<file path="config.mk">
export PLATFORM = sky130hd
export DESIGN_NAME = uart_mmio
export DESIGN_NICKNAME = d
export VERILOG_FILES = /design/src/rtl/uart_mmio.sv
export SDC_FILE = /design/constraint.sdc
export NUM_CORES = 1
export LEC_CHECK = 0
export BUFFER_PORTS_ARGS = -buffer_cell sky130_fd_sc_hd__buf_4
export CORE_ASPECT_RATIO = 0.7
export CORE_UTILIZATION = 50
export DETAILED_ROUTE_END_ITERATION = 7
export GPL_TIMING_DRIVEN = 0
export PLACE_DENSITY = 0.78
export RECOVER_POWER = 25
export SYNTH_ARGS = -nofsm -noshare
export SYNTH_HDL_FRONTEND = slang
export SYNTH_SLANG_ARGS = --single-unit
</file>
<file path="constraint.sdc">
create_clock -name clk -period 3.25 [get_ports clk]
set_input_delay 0.325 -clock clk [delete_from_list [all_inputs] [get_ports clk]]
set_output_delay 0.325 -clock clk [all_outputs]
set_load 0.1 [all_outputs]
</file>
<file path="src/rtl/uart_mmio.sv">
// Memory-mapped UART: TXD/RXD/CON registers, 8N1 transmitter and receiver
// with interrupt request; bit timing set by BAUD_DIV clock cycles per bit.
module uart_mmio #(
  parameter logic [15:0] BAUD_DIV = 16'd5208,
  parameter logic [31:0] BASE     = 32'h4000_0018
) (
  input  logic        clk,
  input  logic        reset,
  input  logic        rd,
  input  logic        wr,
  input  logic [31:0] addr,
  input  logic [31:0] wdata,
  output logic [31:0] rdata,
  output logic        irqout,
  input  logic        uart_rx,
  output logic        uart_tx
);

  localparam logic [31:0] TXD_ADDR  = BASE;
  localparam logic [31:0] RXD_ADDR  = BASE + 32'd4;
  localparam logic [31:0] CON_ADDR  = BASE + 32'd8;
  localparam logic [15:0] BIT_LAST  = BAUD_DIV - 16'd1;
  localparam logic [15:0] HALF_LAST = (BAUD_DIV >> 1) - 16'd1;

  typedef enum logic [1:0] {TX_IDLE, TX_START, TX_DATA, TX_STOP} tx_state_t;
  typedef enum logic [1:0] {RX_IDLE, RX_START, RX_DATA, RX_STOP} rx_state_t;

  tx_state_t   tx_state, tx_state_n;
  rx_state_t   rx_state, rx_state_n;
  logic [15:0] tx_cnt, tx_cnt_n, rx_cnt, rx_cnt_n;
  logic [2:0]  tx_bit, tx_bit_n, rx_bit, rx_bit_n, tx_bit_inc;
  logic        tx_out_n, tx_load, tx_done_set, rx_load;
  logic [7:0]  tx_byte, rx_data, rx_shift, rx_shift_n;
  logic        tx_ie, rx_ie, tx_done, rx_valid, overrun, tx_busy;
  logic        rx_meta, rx_sync;
  logic        sel_txd, sel_rxd, sel_con;
  logic        wr_txd, wr_con, rd_rxd_clr, rd_con_clr;
  logic        unused_wdata;

  assign unused_wdata = ^wdata[31:8];

  assign sel_txd    = (addr == TXD_ADDR);
  assign sel_rxd    = (addr == RXD_ADDR);
  assign sel_con    = (addr == CON_ADDR);
  assign wr_txd     = wr & sel_txd;
  assign wr_con     = wr & sel_con;
  assign rd_rxd_clr = rd & sel_rxd;
  // a simultaneous CON write wins, so its read side effect is suppressed
  assign rd_con_clr = rd & ~wr & sel_con;

  assign tx_busy = (tx_state != TX_IDLE);
  assign irqout  = (tx_ie & tx_done) | (rx_ie & rx_valid);

  always_comb begin
    rdata = '0;
    if (rd) begin
      if (sel_txd)      rdata = {24'b0, tx_byte};
      else if (sel_rxd) rdata = {24'b0, rx_data};
      else if (sel_con) rdata = {26'b0, overrun, tx_busy, rx_valid, tx_done, rx_ie, tx_ie};
    end
  end

  // Transmitter next-state
  always_comb begin
    tx_state_n  = tx_state;
    tx_cnt_n    = tx_cnt;
    tx_bit_n    = tx_bit;
    tx_out_n    = uart_tx;
    tx_load     = 1'b0;
    tx_done_set = 1'b0;
    tx_bit_inc  = tx_bit + 3'd1;
    case (tx_state)
      TX_IDLE: begin
        tx_out_n = 1'b1;
        if (wr_txd) begin
          tx_load    = 1'b1;
          tx_state_n = TX_START;
          tx_cnt_n   = '0;
          tx_out_n   = 1'b0;
        end
      end
      TX_START: begin
        if (tx_cnt == BIT_LAST) begin
          tx_state_n = TX_DATA;
          tx_cnt_n   = '0;
          tx_bit_n   = '0;
          tx_out_n   = tx_byte[0];
        end else begin
          tx_cnt_n = tx_cnt + 16'd1;
        end
      end
      TX_DATA: begin
        if (tx_cnt == BIT_LAST) begin
          tx_cnt_n = '0;
          if (tx_bit == 3'd7) begin
            tx_state_n = TX_STOP;
            tx_out_n   = 1'b1;
          end else begin
            tx_bit_n = tx_bit_inc;
            tx_out_n = tx_byte[tx_bit_inc];
          end
        end else begin
          tx_cnt_n = tx_cnt + 16'd1;
        end
      end
      TX_STOP: begin
        if (tx_cnt == BIT_LAST) begin
          tx_state_n  = TX_IDLE;
          tx_cnt_n    = '0;
          tx_done_set = 1'b1;
        end else begin
          tx_cnt_n = tx_cnt + 16'd1;
        end
      end
      default: tx_state_n = TX_IDLE;
    endcase
  end

  // Receiver next-state; the start bit is re-checked half a bit in
  always_comb begin
    rx_state_n = rx_state;
    rx_cnt_n   = rx_cnt;
    rx_bit_n   = rx_bit;
    rx_shift_n = rx_shift;
    rx_load    = 1'b0;
    case (rx_state)
      RX_IDLE: begin
        if (!rx_sync) begin
          rx_state_n = RX_START;
          rx_cnt_n   = '0;
        end
      end
      RX_START: begin
        if (rx_cnt == HALF_LAST) begin
          rx_cnt_n   = '0;
          rx_bit_n   = '0;
          rx_state_n = rx_sync ? RX_IDLE : RX_DATA;
        end else begin
          rx_cnt_n = rx_cnt + 16'd1;
        end
      end
      RX_DATA: begin
        if (rx_cnt == BIT_LAST) begin
          rx_cnt_n   = '0;
          rx_shift_n = {rx_sync, rx_shift[7:1]};
          if (rx_bit == 3'd7) rx_state_n = RX_STOP;
          else                rx_bit_n   = rx_bit + 3'd1;
        end else begin
          rx_cnt_n = rx_cnt + 16'd1;
        end
      end
      RX_STOP: begin
        if (rx_cnt == BIT_LAST) begin
          rx_cnt_n   = '0;
          rx_state_n = RX_IDLE;
          rx_load    = rx_sync;
        end else begin
          rx_cnt_n = rx_cnt + 16'd1;
        end
      end
      default: rx_state_n = RX_IDLE;
    endcase
  end

  always_ff @(posedge clk or negedge reset) begin
    if (!reset) begin
      tx_state <= TX_IDLE;
      tx_cnt   <= '0;
      tx_bit   <= '0;
      uart_tx  <= 1'b1;
      tx_byte  <= '0;
      tx_done  <= 1'b0;
      tx_ie    <= 1'b0;
      rx_ie    <= 1'b0;
    end else begin
      tx_state <= tx_state_n;
      tx_cnt   <= tx_cnt_n;
      tx_bit   <= tx_bit_n;
      uart_tx  <= tx_out_n;
      if (tx_load) tx_byte <= wdata[7:0];
      if (tx_done_set)     tx_done <= 1'b1;
      else if (rd_con_clr) tx_done <= 1'b0;
      if (wr_con) begin
        rx_ie <= wdata[1];
        tx_ie <= wdata[0];
      end
    end
  end

  always_ff @(posedge clk or negedge reset) begin
    if (!reset) begin
      rx_meta  <= 1'b1;
      rx_sync  <= 1'b1;
      rx_state <= RX_IDLE;
      rx_cnt   <= '0;
      rx_bit   <= '0;
      rx_shift <= '0;
      rx_data  <= '0;
      rx_valid <= 1'b0;
      overrun  <= 1'b0;
    end else begin
      rx_meta  <= uart_rx;
      rx_sync  <= rx_meta;
      rx_state <= rx_state_n;
      rx_cnt   <= rx_cnt_n;
      rx_bit   <= rx_bit_n;
      rx_shift <= rx_shift_n;
      if (rx_load) rx_data <= rx_shift;
      if (rx_load)         rx_valid <= 1'b1;
      else if (rd_rxd_clr) rx_valid <= 1'b0;
      if (rx_load && rx_valid) overrun <= 1'b1;
      else if (rd_con_clr)     overrun <= 1'b0;
    end
  end

endmodule

</file>
; Word level (Yosys, flattened, before mapping)
; Index checks and enable logic that the tools add are counted.
[word_totals]
regBits = 74
input_bits = 69
out_inout_bits = 34
word_cells = 125
[op_classes]
add_sub_neg = 4
n_lt_le_gt_ge = 1
eq_ne = 26
mux = 50
n_bitwise = 9
n_reduce_logical = 18
[op_table]
columns = operator, n
row1 = "32-bit by 31-bit == test with 1-bit output, second input constant", 3
row2 = 16-bit 2-to-1 mux, 5
row3 = 16-bit case mux with 3 select lines, 1
row4 = "16-bit by 1-bit adder with 16-bit output, second input constant", 2
row5 = "16-bit by 13-bit == test with 1-bit output, second input constant", 2
row6 = 32-bit 2-to-1 mux, 1
row7 = 16-bit case mux with 2 select lines, 1
row8 = "2-bit inequality test, second input constant", 12
row9 = 2-bit 2-to-1 mux, 11
row10 = 3-bit 2-to-1 mux, 6
row11 = "16-bit by 12-bit == test with 1-bit output, second input constant", 1
row12 = 1-bit 2-to-1 mux, 16
row13 = 8-bit 2-to-1 mux, 2
row14 = 2-bit case mux with 4 select lines, 2
row15 = 3-bit case mux with 2 select lines, 2
row16 = 2-bit nonzero test, 6
row17 = 5-bit AND reduction, 2
row18 = "2-bit == test, second input constant", 4
row19 = 4-bit AND reduction, 2
row20 = 1-bit bitwise AND, 7
row21 = "3-bit by 1-bit adder with 3-bit output, second input constant", 2
row22 = "3-bit == test, second input constant", 2
row23 = 6-bit 2-to-1 mux, 1
row24 = "2-bit by 1-bit == test with 1-bit output, second input constant", 2
row25 = 12 further kinds, 13

; Longest topological paths before layout
; Gate-level depths: netlist (run 1).
[depth]
ltp_word = 6
ltp_mapped = 7
ltp_nobuf = 6

; Worst setup path before layout (run 1)
; No wires, ideal clock.
[synth_timing]
path_type = in2out
from = in addr[31]
to = out rdata[6]
arrival_ps = 3834
required_time_ps = 2925
path_slack_ps = -909
stages = 3
path_buffers = 0
cell_sequence = nor4b_1 -> nand3_1 -> nor4_1
[synth_via]
elab_chain_len = 4
elab_cells_between_ends = 5
cone_classes = eq/ne (2) / mux (3)
[synth_rtl]
columns = element, line
row1 = from (decl), 11  ; input logic [31:0] addr,
row2 = 32-bit by 31-bit == test with 1-bit output, 43  ; assign sel_rxd = (addr == RXD_ADDR);
row3 = 8-bit 2-to-1 mux, 58  ; else if (sel_rxd) rdata = {24'b0, rx_data};
row4 = 8-bit 2-to-1 mux (*), 57  ; if (sel_txd) rdata = {24'b0, tx_byte};
row5 = 32-bit 2-to-1 mux (*), 56  ; if (rd) begin
row6 = to (decl), 13  ; output logic [31:0] rdata,
; Every way passes the cells marked *; elsewhere a longest branch is shown, timed or not.

; Worst setup path after layout (run 1)
[layout_timing]
from = in addr[31]
to = out rdata[4]
[layout_via]
elab_chain_len = 5
elab_cells_between_ends = 7
cone_classes = eq/ne (3) / mux (4)
[layout_rtl]
columns = element, line
row1 = 32-bit by 31-bit == test with 1-bit output, 44  ; assign sel_con = (addr == CON_ADDR);
row2 = 6-bit 2-to-1 mux, 59  ; else if (sel_con) rdata = {26'b0, overrun, tx_busy, rx_valid, tx_done, rx_ie, tx_ie};
row3 = 8-bit 2-to-1 mux, 58
row4 = 8-bit 2-to-1 mux (*), 57
row5 = 32-bit 2-to-1 mux (*), 56
; Marks and branches as above.

==> summary.md, run 1 <==
| Metric | Value |
|---|---|
| Hold slack | `~0.094 ns` |
| # rows | `27` |
| Post-Route WL | `approximately 10000 um` |
| Final Total Pwr | `around 2.3 mW` |
| Asr flop ratio synth | `1.00` |
| Maximum number of pins on one net before global-route repair | `75` |
| Pwr/cell area | `about 430 nW/um^2` |
| Vias in the first global route | `roughly 3500` |
| Total grt overflow | `0` |
| Post-synthesis average cell area | `between 9 and 10 um^2` |
| Initial antenna violation count | `0` |
| CP bufs+invs | `2` |
| Synth Cell Area | `4310 um^2` |
| Critical Path Most Common Cell | `buf_4` |
| Sw frac | `0.232` |
| Hold Buf Count CTS | `0` |
| Placement Cell Area | `just under 5000 um^2` |
| Drt drc | `0` |
| Max_cap viols | `1` |
| Worst Skew | `around 0.0057 ns` |
| Die X | `approximately 110 um` |
| Avg WL per Cell | `15.7 um` |
| Sw Pwr | `0.534 mW` |
| Leak | `between 2 and 2.5 nW` |
| Number of I/O pins | `~100` |
| Core area | `roughly 8100 um^2` |
| Hpwl dp | `7240 um` |
| Fin. max-slew vios | `75` |
| Final setup violating endpoints | `0` |
| Clock Pin Slew Worst Setup and Hold Paths | `0.06 ns` |
| Worst Hold Class | `in2reg` |
| Setup repair after global routing missed its margin | `false` |
| Gr usage total | `0.238` |
| IO buf count | `53` |
| Synth cell types | `60` |
| Starting Density | `0.532` |
| Critical Path Source Type | `primary input` |
| Ant. Diodes | `0` |
| Final min period | `about 2.9 ns` |
| Die height | `79.7 um` |
| Peak supply drop | `roughly 0.27 mV` |
| Reg power frac | `0.401` |
| Status | `complete, but fails checks` |
| Drt via density | `roughly 5.9` |
| Post-Syn Instances | `about 440` |
| Max H-tree Level | `3` |
| Worst skew pair latency | `0.33 ns` |
| Post_cts resized | `0` |
| Most used DFF post-synth | `dfrtp_1` |
| Setup bufs post-CTS | `0` |
| CTS tree | `yes` |
| Combinational share of power | `0.092` |
| Delay-heaviest family, CP | `simple AND/OR/NAND/NOR gates` |
| Die ar. | `between 9000 and 10000 um^2` |
| Clk network pwr share | `0.506` |
| Fill count | `approximately 640` |
| Hold Vio Cnt, Final | `0` |
| Failing checks | `max-capacitance violations, max-slew violations` |
| Post-synthesis sequential area ratio | `0.430` |
| Initial DRC count | `310` |
| Number of flops mapped to enable cells by yosys | `0` |
| Layout cells sized above 1 | `0.279` |
| Commonest non-fill, non-tap cell in the layout | `buf_4` |
| Worst EP required | `2.92 ns` |
| CP endpoint kind | `primary output` |
| #FFs+latches synth | `74` |
| Global placement routability congestion | `about 0.8` |
| First-pass GRT wire length | `around 17000 um` |
| Tcrit/Tclk final | `0.900` |
| Arrival @ worst endpoint | `between 2 and 3 ns` |
| CTS Buffer Depth | `2` |
| Pint | `approximately 1.8 mW` |
| Final ANT Viol Nets | `0` |
| Final net count | `610` |
| Commonest cells after routing, fill and taps aside | `buf_4, dfrtp_1, nand2_1, o21ai_0, mux2_2` |
| Drt first pass iters | `5` |
| TritonCTS buffer count | `9` |
| Yosys Warn Count | `0` |
| CP max stage cell | `nor3_1` |
| CTS root buffer | `clkbuf_16` |
| Worst path cell trace | `buf_4 -> nor4b_1 -> nand3_1 -> nor3_1 -> o21ai_0 -> a21oi_2 -> buf_4` |
| Worst path max stage delay | `0.60 ns` |
| Setup CP Type | `in2out` |
| Max Clk Rate | `~340 MHz` |
| Via count | `between 3000 and 4000` |
| Least-Margin Pin Slew | `around 1.9 ns` |
| Slew headroom | `-0.254` |
| Final non-filler cell total | `roughly 640` |
| P&R area growth vs syn | `23.0%` |
| Post-route cell area | `5310 um^2` |
| Crit path max fanout | `10` |
| Placed Cells | `just over 600` |
| Sink Count | `74` |
==> sequential cells by signal, summed over array words and instances (netlist names), 2 cells and up, named ones only <==
register  flops
tx_state      2
tx_cnt       16
rx_cnt       16
rx_shift      8
rx_bit        3
tx_bit        3
rx_data       8
tx_byte       8
==> power by group through the flow <==
stage | Sequential (mW) | Combinational, mW | Clock, mW
floorplan | 0.941 | 0.150 | 0
global placement | 0.942 | 0.212 | 0
detailed placement | 0.942 | 0.214 | 0
CTS | 0.925 | 0.213 | 1.18
global route | 0.925 | 0.224 | 1.22
finish | 0.925 | 0.213 | 1.17
==> logic make-up (layout without fill, tap and decap cells) <==
logic type,count (synthesis),count (layout),synth area share
xor+xnor,2,2,0.00406
flops,74,74,0.430
buf+inv,51,120,0.0658
fa+ha+maj,11,11,0.0319
other cells,1,24,0.000869
simple gates,175,175,0.226
compound gates,95,95,0.148
mux,34,34,0.0934
==> per-stage QoR <==
step	utilization	setup WS, ns	setup TNS [ns]
CTS	0.654	0.0927	0
global placement	0.610	0.185	0
global route	0.654	0.00653	0
floorplan	-	-0.909	-1.82
detailed placement	0.610	0.116	0
finish	0.654	0.326	0
==> layout make-up <==
class / instances / area (um^2) / share of cell area
multi-input combinational: 341 / 2290 / 0.432
sequential: 74 / 1860 / 0.350
timing repair buffer: 53 / 395 / 0.0745
clock buffer: 12 / 256 / 0.0483
buffer: 39 / 239 / 0.0450
tap: 101 / 126 / 0.0238
clock inverter: 4 / 97.6 / 0.0184
inverter: 12 / 45.0 / 0.00849
==> path summary, 6_finish.rpt <==
check | start | end | slack, ns | cells past startpoint
min | uart_rx | rx_meta$_DFF_PN1_ | 0.09 | 1
max | addr[31] | rdata[4] | 0.33 | 7
max in group asynchronous | reset | tx_cnt[1]$_DFFE_PN0P_ | 1.63 | 1
min in group asynchronous | reset | tx_cnt[6]$_DFFE_PN0P_ | 0.49 | 1
max reg2reg | tx_cnt[0]$_DFFE_PN0P_ | tx_cnt[4]$_DFFE_PN0P_ | 0.59 | 7
min reg2reg | rx_meta$_DFF_PN1_ | rx_sync$_DFF_PN1_ | 0.35 | 0
==> per-layer routing <==
layer	vias to the layer above	share of wire	GRT usage
li1	1774	-	-
met1	1811	0.47	0.319
met5	-	0	0
met2	150	0.45	0.378
met4	0	0.014	0.0803
met3	16	0.063	0.0623
==> Yosys cell counts, drive strengths merged (3+ instances only) <==
cell | count | area (um^2)
o31a | 3 | 26.3
nor3 | 18 | 90.1
nand2 | 52 | 195
nor4 | 16 | 140
dfstp | 3 | 78.8
o21a | 6 | 45.0
clkbuf | 13 | 48.8
nor2 | 24 | 92.6
a22o | 10 | 87.6
mux2 | 30 | 338
nor3b | 4 | 30.0
nor2b | 5 | 31.3
o31ai | 7 | 52.6
dfrtp | 71 | 1780
nand3 | 16 | 80.1
and3 | 5 | 31.3
or4 | 5 | 37.5
nand3b | 3 | 22.5
nand4 | 8 | 62.6
ha | 11 | 138
buf | 26 | 190
inv | 12 | 45.0
a21oi | 6 | 30.0
o21ai | 34 | 170
nor4b | 4 | 35.0
o22ai | 10 | 62.6
(Power assumes the default switching activity.)
==> run 2, diff against run 1 <==
--- a/config.mk
+++ b/config.mk
@@ -11,7 +11,7 @@
 export DETAILED_ROUTE_END_ITERATION = 7
 export GPL_TIMING_DRIVEN = 0
 export PLACE_DENSITY = 0.78
-export RECOVER_POWER = 25
+export RECOVER_POWER = 50
 export SYNTH_ARGS = -nofsm -noshare
 export SYNTH_HDL_FRONTEND = slang
 export SYNTH_SLANG_ARGS = --single-unit
==> run 2 against run 1 <==
Net effect: the flow still finishes with violations (max-capacitance violations, max-slew violations); register-to-register slack hardly changed; wire length is 0.42% higher; non-clock buffer count stayed put.
==> summary.md, run 2 (synthesized netlist as in run 1, its figures left out) <==
| Metric | Value |
|---|---|
| Status | `complete, but fails checks` |
| Failing checks | `max-capacitance violations, max-slew violations` |
| Placement Cell Area | `approximately 4900 um^2` |
| TritonCTS buffer count | `9` |
| Delay-heaviest family, CP | `simple AND/OR/NAND/NOR gates` |
| CTS tree | `yes` |
| Max_cap viols | `1` |
| Least-Margin Pin Slew | `1.88 ns` |
| Starting Density | `0.532` |
| Hold Vio Cnt, Final | `0` |
| Pwr/cell area | `435 nW/um^2` |
| Worst EP required | `between 2 and 3 ns` |
| Area of the multi-input gates | `around 2300 um^2` |
| Initial antenna violation count | `0` |
| Core area | `~8100 um^2` |
| Post-route cell area | `between 5000 and 6000 um^2` |
| Setup repair after global routing missed its margin | `false` |
| Biggest regs | `rx_cnt: 16 flops, tx_cnt: 16 flops` |
| Worst Skew | `around 0.0054 ns` |
| Post-Route WL | `approximately 10000 um` |
| Max Clk Rate | `338 MHz` |
| Final min period | `between 2 and 3 ns` |
| CP bufs+invs | `2` |
| Gr usage total | `0.238` |
| Drt via density | `around 5.9` |
| Setup bufs post-CTS | `0` |
| Die height | `between 70 and 80 um` |
| Critical Path Most Common Cell | `buf_4` |
| Final setup violating endpoints | `0` |
| Crit path to | `rdata[4]` |
| Fin. max-slew vios | `75` |
| Initial DRC count | `between 300 and 400` |
| Worst path max stage delay | `0.60 ns` |
| Via count | `3776` |
| Leak | `~2.5 nW` |
| Die ar. | `9010 um^2` |
| Arrival @ worst endpoint | `between 2 and 3 ns` |
| Maximum number of pins on one net before global-route repair | `75` |
| Hold Buf Count CTS | `0` |
| Crit path max fanout | `10` |
| Ant. Diodes | `0` |
| CTS Buffer Depth | `2` |
| P&R area growth vs syn | `22.8%` |
| Post_cts resized | `0` |
| Reg area | `1860 um^2` |
| Worst Hold Class | `in2reg` |
| Number of I/O pins | `approximately 100` |
| Peak supply drop | `between 0.2 and 0.3 mV` |
| Clock Pin Slew Worst Setup and Hold Paths | `0.06 ns` |
| Total grt overflow | `0` |
| Vias in the first global route | `about 3500` |
| # rows | `27` |
| Final ANT Viol Nets | `0` |
| Max H-tree Level | `3` |
| Commonest cells after routing, fill and taps aside | `buf_4, dfrtp_1, nand2_1, o21ai_0, mux2_2` |
| CTS root buffer | `clkbuf_16` |
| Tcrit/Tclk final | `0.911` |
| Drt drc | `0` |
| Commonest non-fill, non-tap cell in the layout | `buf_4` |
| First-pass GRT wire length | `16600 um` |
| Worst skew pair latency | `around 0.33 ns` |
| R2R setup slack | `around 0.58 ns` |
| Global placement routability congestion | `between 0.8 and 0.9` |
| Fill count | `~640` |
| Layout cells sized above 1 | `0.275` |
| Slew headroom | `-0.257` |
| Drt first pass iters | `5` |
| Final net count | `a little over 600` |
| Final Total Pwr | `between 2 and 2.5 mW` |
| Hold Path Stages | `1` |
| Setup slack after layout | `between 0.2 and 0.3 ns` |
| Setup CP Type | `in2out` |
| Setup WS pre-CTS | `about 0.12 ns` |
| Worst Setup SP | `addr[31]` |
| Die X | `113 um` |
| Worst path cell trace | `buf_4 -> nor4b_1 -> nand3_1 -> nor3_1 -> o21ai_0 -> a21oi_2 -> buf_4` |
| CP max stage cell | `nor3_1` |
| Avg WL per Cell | `approximately 16 um` |
| Hpwl dp | `7240 um` |
| Critical Path Source Type | `primary input` |
| Cells on worst reg2reg path | `7` |
| Sink Count | `74` |
| CP endpoint kind | `primary output` |
| IO buf count | `between 50 and 60` |
| R2r startpoint | `tx_cnt[0]$_DFFE_PN0P_` |
| Crit path depth | `7` |
| Crit Reg-Reg Endpoint | `tx_cnt[4]$_DFFE_PN0P_` |
## run 2: changes by cell type in the layout (fill, tap and decap cells not counted), sizes merged
cell,previous run,this run
buf,77,75
clkbuf,27,29
## run 2: power breakdown
part	internal [mW]	leakage, nW	switching [mW]
combinational	0.0554	1.29	0.158
sequential	0.924	1.01	0.00120
clock	0.792	0.169	0.375
## run 2: area by class of cell
type | instances | area share
multi-input combinational | 341 | 0.432
sequential | 74 | 0.350
timing repair buffer | 53 | 0.0732
clock buffer | 12 | 0.0484
buffer | 39 | 0.0451
tap | 101 | 0.0239
clock inverter | 4 | 0.0184
inverter | 12 | 0.00850
## run 2: how the worst min path moves through the flow
stage | slack, ns | startpoint | endpoint
final | 0.09 | uart_rx | rx_meta$_DFF_PN1_
after global routing | 0.08 | uart_rx | rx_meta$_DFF_PN1_
after global placement | 0.35 | rx_meta$_DFF_PN1_ | rx_sync$_DFF_PN1_
after CTS | 0.08 | uart_rx | rx_meta$_DFF_PN1_
after floorplan | 0.03 | reset | async pin
after detailed placement | 0.35 | rx_meta$_DFF_PN1_ | rx_sync$_DFF_PN1_
## run 2: metal layers
metal / GRT usage / share of wire
met1: 0.319 / 0.47
met2: 0.378 / 0.45
met3: 0.0623 / 0.061
met4: 0.0803 / 0.015
met5: 0 / 0
## run 2: through the flow
step	instances	hold WS (ns)	utilization	setup TNS, ns
detailed placement	620	0.348	0.610	0
CTS	636	0.0842	0.654	0
global route	636	0.0849	0.653	0
global placement	620	0.347	0.610	0
floorplan	466	0.0294	-	-1.82
finish	636	0.0950	0.653	0
